$ cat config.mk
export PLATFORM = sky130hd
export DESIGN_NAME = g15_drum_line
export DESIGN_NICKNAME = d
export VERILOG_FILES = /design/src/rtl/g15_pkg.sv /design/src/rtl/g15_line_ram.sv /design/src/rtl/g15_drum_line.sv
export SDC_FILE = /design/constraint.sdc
export NUM_CORES = 2
export LEC_CHECK = 0
export CAP_MARGIN = 15
export CORE_UTILIZATION = 43
export DETAILED_ROUTE_END_ITERATION = 6
export RECOVER_POWER = 50
export SLEW_MARGIN = 20
export SYNTH_ARGS = -nofsm -noshare
export SYNTH_HDL_FRONTEND = slang
export SYNTH_HIERARCHICAL = 1
export SYNTH_SLANG_ARGS = --single-unit
$ cat constraint.sdc
create_clock -name CLOCK -period 157.9 [get_ports CLOCK]
set_input_delay 15.79 -clock CLOCK [delete_from_list [all_inputs] [get_ports CLOCK]]
set_output_delay 15.79 -clock CLOCK [all_outputs]
set_load 0.005 [all_outputs]
$ cat src/rtl/g15_pkg.sv
// g15_pkg: shared constants, host FSM states and width helper for the G-15 drum lines
package g15_pkg;
  localparam int G15_WORD_BITS   = 29;
  localparam int G15_LONG_WORDS  = 108;
  localparam int G15_SHORT_WORDS = 4;
  typedef enum logic [1:0] {H_IDLE, H_WAIT, H_XFER, H_DONE} g15_host_state_t;
  function automatic int g15_w(input int n);
    return n > 1 ? $clog2(n) : 1;
  endfunction
endpackage

$ cat src/rtl/g15_line_ram.sv
// g15_line_ram: 1-bit wide single-port read-before-write store holding one drum line
module g15_line_ram #(
  parameter int DEPTH = 3132,
  parameter int AW    = 12
) (
  input  logic          CLOCK,
  input  logic          rst,
  input  logic          en,
  input  logic          we,
  input  logic [AW-1:0] addr,
  input  logic          d,
  output logic          q
);
  logic mem [DEPTH];
  // storage write; never cleared, contents survive reset like the real drum
  always_ff @(posedge CLOCK)
    if (en && we) mem[addr] <= d;
  // registered read head, holds its value between strobes
  always_ff @(posedge CLOCK)
    if (!rst) q <= 1'b0;
    else if (en) q <= mem[addr];
endmodule

$ cat src/rtl/g15_drum_line.sv
// g15_drum_line: one recirculating drum line with serial CPU port, host word port and sync monitor
module g15_drum_line
  import g15_pkg::*;
#(
  parameter int WORD_BITS = G15_WORD_BITS,
  parameter int WORDS     = G15_LONG_WORDS,
  parameter int LINE_ID   = 0
) (
  input  logic                       CLOCK,
  input  logic                       rst,
  input  logic                       bit_en,
  input  logic                       word_sync,
  input  logic                       wr_gate,
  input  logic                       din,
  output logic                       dout,
  output logic [g15_w(WORDS)-1:0]    word_pos,
  input  logic                       host_req,
  input  logic                       host_we,
  input  logic [6:0]                 host_addr,
  input  logic [WORD_BITS-1:0]       host_wdata,
  output logic [WORD_BITS-1:0]       host_rdata,
  output logic                       host_ack,
  output logic                       host_err,
  output logic                       host_busy,
  output logic [4:0]                 host_line,
  output logic                       sync_err
);
  localparam int N   = WORDS * WORD_BITS;
  localparam int PW  = g15_w(N);
  localparam int IW  = g15_w(WORD_BITS);
  localparam int WPW = g15_w(WORDS);
  g15_host_state_t state, nxt;
  logic [PW-1:0]        bit_ptr, cur_ptr, nxt_ptr;
  logic [IW-1:0]        bit_idx, cur_idx, nxt_idx, rd_idx;
  logic [WPW-1:0]       cur_word, nxt_word;
  logic                 corr, live, accept, bad, at_start, last, xfer, hw, ram_we, ram_d;
  logic                 h_we, col, err_f, rd_v;
  logic [6:0]           h_addr;
  logic [WORD_BITS-1:0] h_wdata;
  assign corr      = bit_en & word_sync & (bit_ptr != '0);
  assign cur_ptr   = corr ? '0 : bit_ptr;
  assign cur_idx   = corr ? '0 : bit_idx;
  assign cur_word  = corr ? '0 : word_pos;
  assign last      = cur_idx == IW'(WORD_BITS - 1);
  assign nxt_ptr   = cur_ptr == PW'(N - 1) ? '0 : cur_ptr + 1'b1;
  assign nxt_idx   = last ? '0 : cur_idx + 1'b1;
  assign nxt_word  = !last ? cur_word : cur_word == WPW'(WORDS - 1) ? '0 : cur_word + 1'b1;
  assign live      = (state == H_WAIT) | (state == H_XFER);
  assign accept    = (state == H_IDLE) & host_req;
  assign bad       = int'(host_addr) >= WORDS;
  assign at_start  = (cur_idx == '0) & (7'(cur_word) == h_addr);
  assign hw        = xfer & h_we;
  assign ram_we    = wr_gate | hw;
  assign ram_d     = wr_gate ? din : h_wdata[cur_idx];
  assign host_busy = state != H_IDLE;
  assign host_line = 5'(LINE_ID);
  g15_line_ram #(.DEPTH(N), .AW(PW)) u_ram (
    .CLOCK (CLOCK),
    .rst   (rst),
    .en    (bit_en & rst),
    .we    (ram_we),
    .addr  (cur_ptr),
    .d     (ram_d),
    .q     (dout)
  );
  // host FSM state register
  always_ff @(posedge CLOCK)
    if (!rst) state <= H_IDLE;
    else state <= nxt;
  // host FSM next state; a realignment while a transfer is pending aborts it
  always_comb begin
    nxt  = state;
    xfer = 1'b0;
    if (accept) nxt = bad ? H_DONE : H_WAIT;
    else if (live & corr) nxt = H_DONE;
    else if (bit_en & ((state == H_XFER) | ((state == H_WAIT) & at_start))) begin
      xfer = 1'b1;
      nxt  = last ? H_DONE : H_XFER;
    end
    else if (state == H_DONE) nxt = H_IDLE;
  end
  // request latches and error flags, meaningful only between accept and ack
  always_ff @(posedge CLOCK) begin
    if (accept) begin
      h_we    <= host_we;
      h_addr  <= host_addr;
      h_wdata <= host_wdata;
    end
    col   <= accept ? 1'b0 : col | (hw & wr_gate);
    err_f <= accept ? bad : err_f | (live & corr);
  end
  // head position, sync monitor, read capture one cycle behind the RAM and ack pulse
  always_ff @(posedge CLOCK) begin
    if (!rst) begin
      bit_ptr    <= '0;
      bit_idx    <= '0;
      word_pos   <= '0;
      sync_err   <= 1'b0;
      host_ack   <= 1'b0;
      host_err   <= 1'b0;
      host_rdata <= '0;
      rd_v       <= 1'b0;
    end else begin
      host_ack <= state == H_DONE;
      host_err <= (state == H_DONE) & (err_f | col);
      rd_v     <= xfer & ~h_we;
      rd_idx   <= cur_idx;
      sync_err <= sync_err | corr;
      if (accept) host_rdata <= '0;
      else if (rd_v) host_rdata[rd_idx] <= dout;
      if (bit_en) begin
        bit_ptr  <= nxt_ptr;
        bit_idx  <= nxt_idx;
        word_pos <= nxt_word;
      end
    end
  end
endmodule

==> qor.yml <==
outcome:
  status: "finished with violations"
  violations: "DRC, capacitance limit, slew limit"
setup_path:
  rrSetupSlack_ps: 136740
  criticalPathCategory: "input port to register"
  crit_required_ps: 158450
  timing.rr.start: "bit_ptr[1]$_SDFFE_PN0P_"
  reg2reg_depth: 7
  cp-start-kind: "input port"
  r2r-end: "u_ram/mem[675]$_DFFE_PP_"
  crit_fanout: 78
  endpoint_kind: "register"
  critPathArrivalTime_ps: 38090
place:
  port_buffers: 84
  hpwl_um: 249000
  pre_cts_ws_ps: 134340
  place_congestion: 0.845
clock_tree:
  path_clk_slew_ps: 60
  cts_buffer_depth: 4
  cts_tree: "yes"
  cts_setup_buffers: 0
  cts_root_buf: "clkbuf_16"
  cts.sinks: 3236
  cts_resized: 0
  clk_latency_ps: 980
  numCtsBuffers: 342
  htreeDepth: 5
  ctsHoldBuffers: 0
flow_run:
  drv_cap: 100
sta:
  worst_pin_slew_ps: 10690
  fin_skew_ps: 67.4
  finalMaxSlewViolations: 4481
  finalHoldViolations: 0
  setup-tns-final_ps: 0
  period_needed_ps: 37540
  fmax_ghz: 0.0266
  relSlewSlack_pct: -612
  fin_crit_sh_pct: 23.8
  finalSetupViolations: 0
  setup_slack_ps: 120360
  rsz0062_at_grt: "false"
routing:
  vias: 98100
  first_pass_iters: 7
  wl_per_cell_um: 35.6
  wirelength_um: 524000
  final_antenna_net_count: 0
  drc: 6
  via_per_inst: 6.66
  drt_iter0_drc: 18100
final_layout:
  drive_above_1_share_pct: 9.58
  fin_nets: 10300
  fillers: 27600
  areaGrowthSynthToFinish_pct: 10.6
yosys:
  syn_area_mm2: 0.137
  ys_ff_latch: 3236
  synthTopCellsByArea: "edfxtp_1 (69%), nor2_1 (9.1%), a22oi_1 (2.6%), mux2i_1 (2.4%), clkbuf_1 (1.8%)"
  synth_cell_types: 89
  yosysWarnings: 6
  synth_ff_type: "edfxtp_1"
  avgSynthCellArea_um2: 12.9
  yosys.cell_count.top_type: "nor2_1"
  yosys-top-cells-count: "nor2_1 (3340), edfxtp_1 (3174), clkbuf_1 (674), a22oi_1 (469), mux2i_1 (329)"
  synth_top_area_share_pct: 69.4
  yosysSeqAreaShare_pct: 70.3
  synth_top_area_cell: "edfxtp_1"
  synth_async_sr_flop_share_pct: 0
  synth_edf_count: 3174
  syn_inst: 10700
die:
  die_width_um: 567
  start_util_pct: 43.2
  core_mm2: 0.318
  ios: 90
  row_count: 207
  dieArea_mm2: 0.322
  die_y_um: 567
hold_path:
  min_path_cells: 2
  min-delay-start: "host_rdata[18]$_SDFFE_PP0P_"
  hold_path_class: "register to register"
  hold_end: "host_rdata[18]$_SDFFE_PP0P_"
power_and_ir_drop:
  power.share.sequential_pct: 52.6
  switchingPower_w: 0.000417
  vdd_drop_max_uv: 8.59
  pwr-share-clk_pct: 42.7
  power.total_w: 0.00185
  powerDensity_mw_per_mm2: 12.2
  swShare_pct: 22.6
  combPwrFrac_pct: 4.6
  p_int_w: 0.00143
  p_leak_nw: 43.8
grt:
  grt_pass1_wl_um: 714000
  track_usage_pct: 31.6
  antenna_found_initial: 37
  grt_start_max_net_pins: 270
  grt_overflow_total: 0
  grt_pass1_vias: 90700
power by group through the flow:
stage / clock network, W / registers, W / logic, W
global placement: 0 / 0.000987 / 0.0000803
CTS: 0.000791 / 0.000970 / 0.0000832
finish: 0.000789 / 0.000972 / 0.0000856
global route: 0.000823 / 0.000972 / 0.0000886
detailed placement: 0 / 0.000988 / 0.0000830
floorplan: 0 / 0.00123 / 0.0000504
cells by family after synthesis:
logic type,count (synthesis),share of synthesized area (%)
AOI/OAI and AO/OA,1816,9.61
adders and majority gates,8,0.0729
other,1,0.00273
xor gates and xnor gates,2,0.0128
and+or+nand+nor,3907,11.2
buffers and inverters,1117,3.55
muxes,590,5.27
DFF,3236,70.3
sequential cells by signal, indices dropped and copies added (netlist names), 2 cells and up:
register and count:
u_ram/mem 3132, h_wdata 29, host_rdata 29, bit_ptr 12, h_addr 7, word_pos 7
bit_idx 5, rd_idx 5, state 2
worst max-delay path, cell delays in order:
cell	delay, ps
dlygate4sd3_1	540
clkbuf_1	970
nand2_1	580
and2_0	360
clkbuf_1	2130
and3b_1	1200
clkbuf_1	2640
clkbuf_1	4770
nand2_1	7760
nor2_1	1030
worst max path at each step:
stage | startpoint | to | slack, ps | cells past startpoint
global placement | bit_en | u_ram/q$_SDFFE_PN0P_ | 134540 | 22
CTS | bit_en | u_ram/mem[74]$_DFFE_PP_ | 135320 | 13
finish | bit_en | u_ram/mem[2293]$_DFFE_PP_ | 120360 | 10
floorplan | word_sync | u_ram/mem[0]$_DFFE_PP_ | 32580 | 7
detailed placement | bit_en | u_ram/mem[464]$_DFFE_PP_ | 134340 | 13
global route | bit_en | u_ram/mem[2485]$_DFFE_PP_ | 121390 | 10
cell usage in the layout, fill, tap and decap left out, types with 23 or more instances in the layout:
master | synthesis | routed
nor2_1 | 3340 | 3328
edfxtp_1 | 3174 | 3174
a22oi_1 | 469 | 469
clkbuf_16 | 0 | 344
mux2i_1 | 329 | 329
a21oi_1 | 289 | 289
a221oi_1 | 280 | 280
nand2_1 | 299 | 237
mux2_2 | 169 | 169
o21ai_0 | 154 | 153
buf_4 | 49 | 153
clkbuf_1 | 674 | 127
a22o_1 | 120 | 120
a31oi_1 | 120 | 120
o22ai_1 | 95 | 95
clkinv_1 | 1 | 93
mux4_2 | 88 | 88
dlygate4sd3_1 | 0 | 80
dfxtp_1 | 62 | 62
a221o_1 | 58 | 58
nand3_1 | 47 | 45
clkinv_2 | 0 | 43
nand4_1 | 41 | 41
nor3_1 | 44 | 37
a211oi_1 | 37 | 37
nand2_4 | 0 | 35
diode_2 | 0 | 32
a222oi_1 | 30 | 30
nor4_1 | 29 | 29
o211ai_1 | 25 | 25
a41oi_1 | 25 | 25
inv_1 | 23 | 23
cell type report:
class | instances | area (µm²) | share of cell area, %
Clock buffer | 425 | 8950 | 5.89
Timing Repair Buffer | 306 | 2510 | 1.65
Clock inverter | 195 | 1870 | 1.23
Inverter | 28 | 113 | 0.0741
Sequential cell | 3236 | 96600 | 63.6
Antenna cell | 32 | 80.1 | 0.0527
Tap cell | 4180 | 5230 | 3.44
Multi-Input combinational cell | 6328 | 36600 | 24.1
metrics by stage:
step           area (µm²)  instances  util (%)  hold WS (ps)
2_1_floorplan      137000      10700         -           428
3_3_place_gp       142000      14100      44.6           443
3_5_place_dp       142000      14100      44.7           444
4_1_cts            153000      14700      48.1           459
5_1_grt            152000      14700      47.8           481
6_report           152000      14700      47.8           455
layer usage:
| metal | part of all wire (%) | GRT usage [%] |
|---|---|---|
| met2 | 44 | 48.0 |
| met4 | 6.1 | 17.1 |
| met1 | 35 | 41.1 |
| met5 | 0.048 | 0 |
| met3 | 15 | 9.01 |
Power figures use the tool's default switching activity.
